[src/rtl/tlp_wr_axi_bridge.sv]
`default_nettype none
// ============================================================================
// Module   : tlp_wr_axi_bridge
// Purpose  : Converts memory-write request TLPs (4DW header, up to 8 DW
//            payload) into single-beat AXI4 write transactions (AW, W, B).
//            One transaction in flight at a time. Malformed or oversized
//            TLPs are consumed, dropped and counted in drop_cnt.
// Ports    : clk, rst_n (synchronous, active-low)
//            in_*      : TLP input (data, hdr, sop, eop, valid / ready)
//            m_axi_aw* : AXI write address channel (single beat, INCR)
//            m_axi_w*  : AXI write data channel (wlast always 1)
//            m_axi_b*  : AXI write response channel
//            drop_cnt  : saturating count of dropped TLPs
//            err_cnt   : saturating count of non-OKAY write responses
// Options  : TLP_WR_BRESP_CHK_EN - when defined, err_cnt counts non-OKAY
//            BRESPs; otherwise err_cnt is constant 0 and bresp is ignored.
// Revision : 1.0 - initial release
// ============================================================================
module tlp_wr_axi_bridge #(
    parameter int DOUBLE_WORD  = 32,
    parameter int HEADER_SIZE  = 4*DOUBLE_WORD,
    parameter int PAYLOAD_SIZE = 8*DOUBLE_WORD,
    parameter int ADDR_W       = 64,
    parameter int CNT_W        = 16
) (
    input  logic                      clk,
    input  logic                      rst_n,
    input  logic [PAYLOAD_SIZE-1:0]   in_data,
    input  logic [HEADER_SIZE-1:0]    in_hdr,
    input  logic                      in_sop,
    input  logic                      in_eop,
    input  logic                      in_valid,
    output logic                      in_ready,
    output logic [ADDR_W-1:0]         m_axi_awaddr,
    output logic [7:0]                m_axi_awlen,
    output logic [2:0]                m_axi_awsize,
    output logic [1:0]                m_axi_awburst,
    output logic                      m_axi_awvalid,
    input  logic                      m_axi_awready,
    output logic [PAYLOAD_SIZE-1:0]   m_axi_wdata,
    output logic [PAYLOAD_SIZE/8-1:0] m_axi_wstrb,
    output logic                      m_axi_wlast,
    output logic                      m_axi_wvalid,
    input  logic                      m_axi_wready,
    input  logic [1:0]                m_axi_bresp,
    input  logic                      m_axi_bvalid,
    output logic                      m_axi_bready,
    output logic [CNT_W-1:0]          drop_cnt,
    output logic [CNT_W-1:0]          err_cnt
);

    localparam int C_LANES = PAYLOAD_SIZE / DOUBLE_WORD;
    localparam logic [CNT_W-1:0] C_CNT_ONE = {{(CNT_W-1){1'b0}}, 1'b1};

    typedef enum logic [2:0] {
        IDLE = 3'b001,
        XFER = 3'b010,
        RESP = 3'b100
    } state_t;

    state_t r_state;

    // Header field decode
    logic [7:0]  w_fmt_type;
    logic [9:0]  w_len;
    logic [3:0]  w_first_be;
    logic [3:0]  w_last_be;
    logic [2:0]  w_off;
    logic [10:0] w_end;
    logic        w_legal;

    assign w_fmt_type = in_hdr[127:120];
    assign w_len      = in_hdr[105:96];
    assign w_first_be = in_hdr[67:64];
    assign w_last_be  = in_hdr[71:68];
    assign w_off      = in_hdr[4:2];
    // One past the last DW lane touched; 11 bits so a large len cannot wrap
    assign w_end      = {8'b0, w_off} + {1'b0, w_len};

    assign w_legal = (w_fmt_type == 8'b011_00000) && in_sop && in_eop &&
                     (w_len != 10'd0) && (w_len <= 10'd8) && (w_end <= 11'd8);

    // Payload placed at its DW offset inside the 32-byte AXI beat
    logic [PAYLOAD_SIZE-1:0]   w_shift;
    logic [PAYLOAD_SIZE-1:0]   w_wdata;
    logic [PAYLOAD_SIZE/8-1:0] w_wstrb;

    assign w_shift = in_data << {w_off, 5'b0};

    always_comb begin
        w_wdata = '0;
        w_wstrb = '0;
        for (int i = 0; i < C_LANES; i++) begin
            if ((11'(i) >= {8'b0, w_off}) && (11'(i) < w_end)) begin
                w_wdata[DOUBLE_WORD*i +: DOUBLE_WORD] = w_shift[DOUBLE_WORD*i +: DOUBLE_WORD];
                // First lane takes priority so a single-DW write ignores last_be
                if (11'(i) == {8'b0, w_off})
                    w_wstrb[4*i +: 4] = w_first_be;
                else if (11'(i) == w_end - 11'd1)
                    w_wstrb[4*i +: 4] = w_last_be;
                else
                    w_wstrb[4*i +: 4] = 4'hF;
            end
        end
    end

    // Header bits that carry nothing this bridge uses
    logic w_unused_hdr;
    assign w_unused_hdr = ^{in_hdr[119:106], in_hdr[95:72], in_hdr[1:0]};

    always_ff @(posedge clk) begin
        if (!rst_n) begin
            r_state       <= IDLE;
            in_ready      <= 1'b0;
            m_axi_awaddr  <= '0;
            m_axi_awlen   <= '0;
            m_axi_awsize  <= '0;
            m_axi_awburst <= '0;
            m_axi_awvalid <= 1'b0;
            m_axi_wdata   <= '0;
            m_axi_wstrb   <= '0;
            m_axi_wlast   <= 1'b0;
            m_axi_wvalid  <= 1'b0;
            m_axi_bready  <= 1'b0;
            drop_cnt      <= '0;
`ifdef TLP_WR_BRESP_CHK_EN
            err_cnt       <= '0;
`endif
        end else begin
            case (r_state)
                IDLE: begin
                    in_ready <= 1'b1;
                    if (in_valid && in_ready) begin
                        if (w_legal) begin
                            m_axi_awaddr  <= {in_hdr[63:32], in_hdr[31:5], 5'b0};
                            m_axi_awlen   <= 8'd0;
                            m_axi_awsize  <= 3'b101;
                            m_axi_awburst <= 2'b01;
                            m_axi_awvalid <= 1'b1;
                            m_axi_wdata   <= w_wdata;
                            m_axi_wstrb   <= w_wstrb;
                            m_axi_wlast   <= 1'b1;
                            m_axi_wvalid  <= 1'b1;
                            in_ready      <= 1'b0;
                            r_state       <= XFER;
                        end else if (drop_cnt != {CNT_W{1'b1}}) begin
                            drop_cnt <= drop_cnt + C_CNT_ONE;
                        end
                    end
                end
                XFER: begin
                    if (m_axi_awvalid && m_axi_awready)
                        m_axi_awvalid <= 1'b0;
                    if (m_axi_wvalid && m_axi_wready) begin
                        m_axi_wvalid <= 1'b0;
                        m_axi_wlast  <= 1'b0;
                    end
                    // Each channel is done if already retired or handshaking now
                    if ((!m_axi_awvalid || m_axi_awready) &&
                        (!m_axi_wvalid  || m_axi_wready)) begin
                        m_axi_bready <= 1'b1;
                        r_state      <= RESP;
                    end
                end
                RESP: begin
                    if (m_axi_bvalid) begin
                        m_axi_bready <= 1'b0;
                        in_ready     <= 1'b1;
                        r_state      <= IDLE;
`ifdef TLP_WR_BRESP_CHK_EN
                        if ((m_axi_bresp != 2'b00) && (err_cnt != {CNT_W{1'b1}}))
                            err_cnt <= err_cnt + C_CNT_ONE;
`endif
                    end
                end
                default: begin
                    r_state <= IDLE;
                end
            endcase
        end
    end

`ifndef TLP_WR_BRESP_CHK_EN
    logic w_unused_bresp;
    assign w_unused_bresp = ^m_axi_bresp;
    assign err_cnt        = '0;
`endif

endmodule
`default_nettype wire

[config.mk]
export PLATFORM = sky130hd
export DESIGN_NAME = tlp_wr_axi_bridge
export DESIGN_NICKNAME = d
export VERILOG_FILES = /design/src/rtl/tlp_wr_axi_bridge.sv
export SDC_FILE = /design/constraint.sdc
export NUM_CORES = 1
export LEC_CHECK = 0
export CAP_MARGIN = 5
export CORE_AREA = 2 2 308 310
export DETAILED_ROUTE_END_ITERATION = 8
export DIE_AREA = 0 0 310 312
export PLACE_DENSITY = 0.46
export RECOVER_POWER = 100
export SKIP_LAST_GASP = 1
export SLEW_MARGIN = 0
export SYNTH_ARGS = -nofsm -noshare
export SYNTH_HDL_FRONTEND = slang
export SYNTH_SLANG_ARGS = --single-unit
export TNS_END_PERCENT = 50
[constraint.sdc]
create_clock -name clk -period 6.03 [get_ports clk]
set_input_delay 1.206 -clock clk [delete_from_list [all_inputs] [get_ports clk]]
set_output_delay 1.206 -clock clk [all_outputs]
set_load 0.05 [all_outputs]
==> metrics.txt <==
status=finished clean; most common library cells after synthesis=nand2_1 (535), dfxtp_1 (371), a21boi_0 (189); Worst-Margin Slew=1160 ps; vias after detailed routing=21492; layout cell share with drive strength beyond 1=7.04%; Max Cap Viol=0; number of antenna violations at the first check in global routing=18; TritonCTS Buffers=50; DP Worst Slack=531 ps; register bit total from synthesis=371; Worst Hold Class=reg2reg; Util after Layout=32.7%; final WL=119000 µm; Setup Fix Bufs, Post-CTS=0; Cell variety after synth=81; Final Instance Area=30400 µm²; cell with the most instances after synthesis=nand2_1; Total Routing Usage GR=23.6%; largest net degree at the start of global routing=139; Final Max Tran Viols=0; CTS tree=yes; Seq/Total Area, Yosys=36.3%; die span in y=312 µm; Synth Flop Type=dfxtp_1; core outline area=93000 µm²; Crit. End Element=flip-flop; initial detailed-routing violation count=1643; CTS Hold Bufs=0; CTS Buffer Depth=3; Initial DRT Pass Iterations=7; clock insertion delay at the later pin of the skew report=590 ps; Layout Skew=18.8 ps; grt total ovfl=0; Critical Path AT=5850 ps; Post-synth EDFFs=0; final setup fails=0; cell taking the most area after synthesis=dfxtp_1; area occupied by multi-input gates=11900 µm²; via/cell ratio=4.85; Reg clk slew, reported paths=60 ps; fin cells=4434; sequential standard cell area=7430 µm²; Die Wd=310 µm; Mapped Cells=2537; Critical Path Source Type=primary input; HPWL after DPL=86200 µm; power density cells=221 nW/µm²; H-tree depth=2; Post-synth ARST share=0%; Peak Freq=188 MHz; post-cts repair resize count=0; slew margin rel.=22.6%; number of remaining DRC errors=0; Netlist Area Pre-Place=20500 µm²; Port Buf Inserts=722; worst-path fanout max=26; maximum VDD drop=0.000167 V; die area=96700 µm²; CTS sink count=371; Setup CP Type=in2reg; period utilization=88.2%; Critical Path RT=6560 ps; I/O pin total=796; RSZ-0062 raised after global routing=false; Area Overhead vs Synth=48.6%; setup TNS=0 ps; Placed Area=28800 µm²; Routed wire per std cell=26.8 µm; vias in the first global route=20480; routability cong.=0.910; global-route wire length before repair=164000 µm; Mapped Avg Cell Area=8.07 µm²; Leak=11.9 nW; ANT nets after route=0; Starting Density=22.0%; synth warn=0; fin crit period=5320 ps; final worst-path setup slack=711 ps; Placed Cells incl. Taps=4334; layout filler cell count=9981; CTS Root Cell=clkbuf_16; post-synth top area share=36.3%; fin nets=3532; final hold vios=0; row cnt=112; Synth area leaders=dfxtp_1 (36%), nand2_1 (9.8%), mux2i_1 (8.8%)
==> cells in the final DEF, fill, tap and decap left out, drive strengths merged, types with 8 or more instances in the layout <==
| cell | count |
|---|---|
| a211oi | 56 |
| a21boi | 189 |
| a21oi | 109 |
| a22o | 8 |
| a22oi | 58 |
| a31oi | 27 |
| and2 | 14 |
| and3 | 15 |
| buf | 44 |
| clkbuf | 80 |
| clkdlybuf4s50 | 345 |
| conb | 31 |
| dfxtp | 371 |
| diode | 11 |
| dlygate4sd3 | 373 |
| inv | 16 |
| mux2 | 41 |
| mux2i | 180 |
| mux4 | 21 |
| nand2 | 535 |
| nand2b | 8 |
| nand3 | 51 |
| nand4 | 48 |
| nor2 | 139 |
| nor2b | 75 |
| nor3 | 12 |
| o21ai | 165 |
| o22ai | 35 |
| xnor2 | 9 |
| xor2 | 8 |
==> cell families after synthesis <==
logic type | count (synthesis) | synth area share, %
simple gates | 922 | 19.9
compound gates | 710 | 23.3
flops | 371 | 36.3
buf+inv | 268 | 5.91
mux | 242 | 13.4
xor+xnor | 17 | 0.819
fa+ha+maj | 6 | 0.404
other cells | 1 | 0.0183
==> registers in the layout, summed over array words and instances (netlist names) <==
signal	count
m_axi_wdata	256
m_axi_awaddr	59
m_axi_wstrb	32
drop_cnt	16
r_state	3
in_ready	1
m_axi_awburst	1
m_axi_awvalid	1
m_axi_bready	1
m_axi_wvalid	1
==> report_power, final <==
| part | switching, W | leakage, nW | internal [W] |
|---|---|---|---|
| logic | 0.000636 | 8.11 | 0.000451 |
| clock network | 0.00125 | 0.838 | 0.00193 |
| registers | 0.00000130 | 2.99 | 0.00245 |
==> routing by layer <==
layer / global-route usage, % / vias up / part of all wire [%]
met5: 0 / - / 0.062
met4: 4.97 / 10 / 1.7
met3: 6.81 / 117 / 8.6
met2: 36.4 / 785 / 44
met1: 32.6 / 10453 / 45
li1: - / 10127 / -
==> critical path: stages <==
cell	delay [ps]
dlygate4sd3_1	610
ha_1	250
inv_1	70
fa_1	460
xnor2_1	670
clkinv_1	210
clkbuf_1	300
nor2_1	270
o41a_2	910
nand3_1	320
a311oi_1	430
a21o_1	120
==> metrics by stage <==
stage               hold slack, ps  power, W
floorplan                      526   0.00308
CTS                            450   0.00681
finish                         446   0.00672
detailed placement             442   0.00359
global route                   466   0.00697
global placement               436   0.00360
==> area by class of cell <==
class / count / share of cell area, %
Multi-Input combinational cell: 1928 / 39.2
Timing Repair Buffer: 766 / 25.2
Sequential cell: 371 / 24.4
Tap cell: 1254 / 5.16
Clock buffer: 76 / 4.97
Clock inverter: 13 / 0.679
Inverter: 15 / 0.202
Antenna cell: 11 / 0.0905
==> final timing paths <==
| kind | start | end | slack, ps | cells past startpoint |
|---|---|---|---|---|
| worst max-delay path | in_hdr[96] | m_axi_wstrb[17] | 710 | 12 |
| worst min-delay path | m_axi_wdata[93] | m_axi_wdata[93] | 450 | 2 |
| worst max register to register | r_state[0] | m_axi_wdata[162] | 3250 | 6 |
| worst min register to register | m_axi_wdata[93] | m_axi_wdata[93] | 450 | 2 |
(Power assumes the default switching activity.)
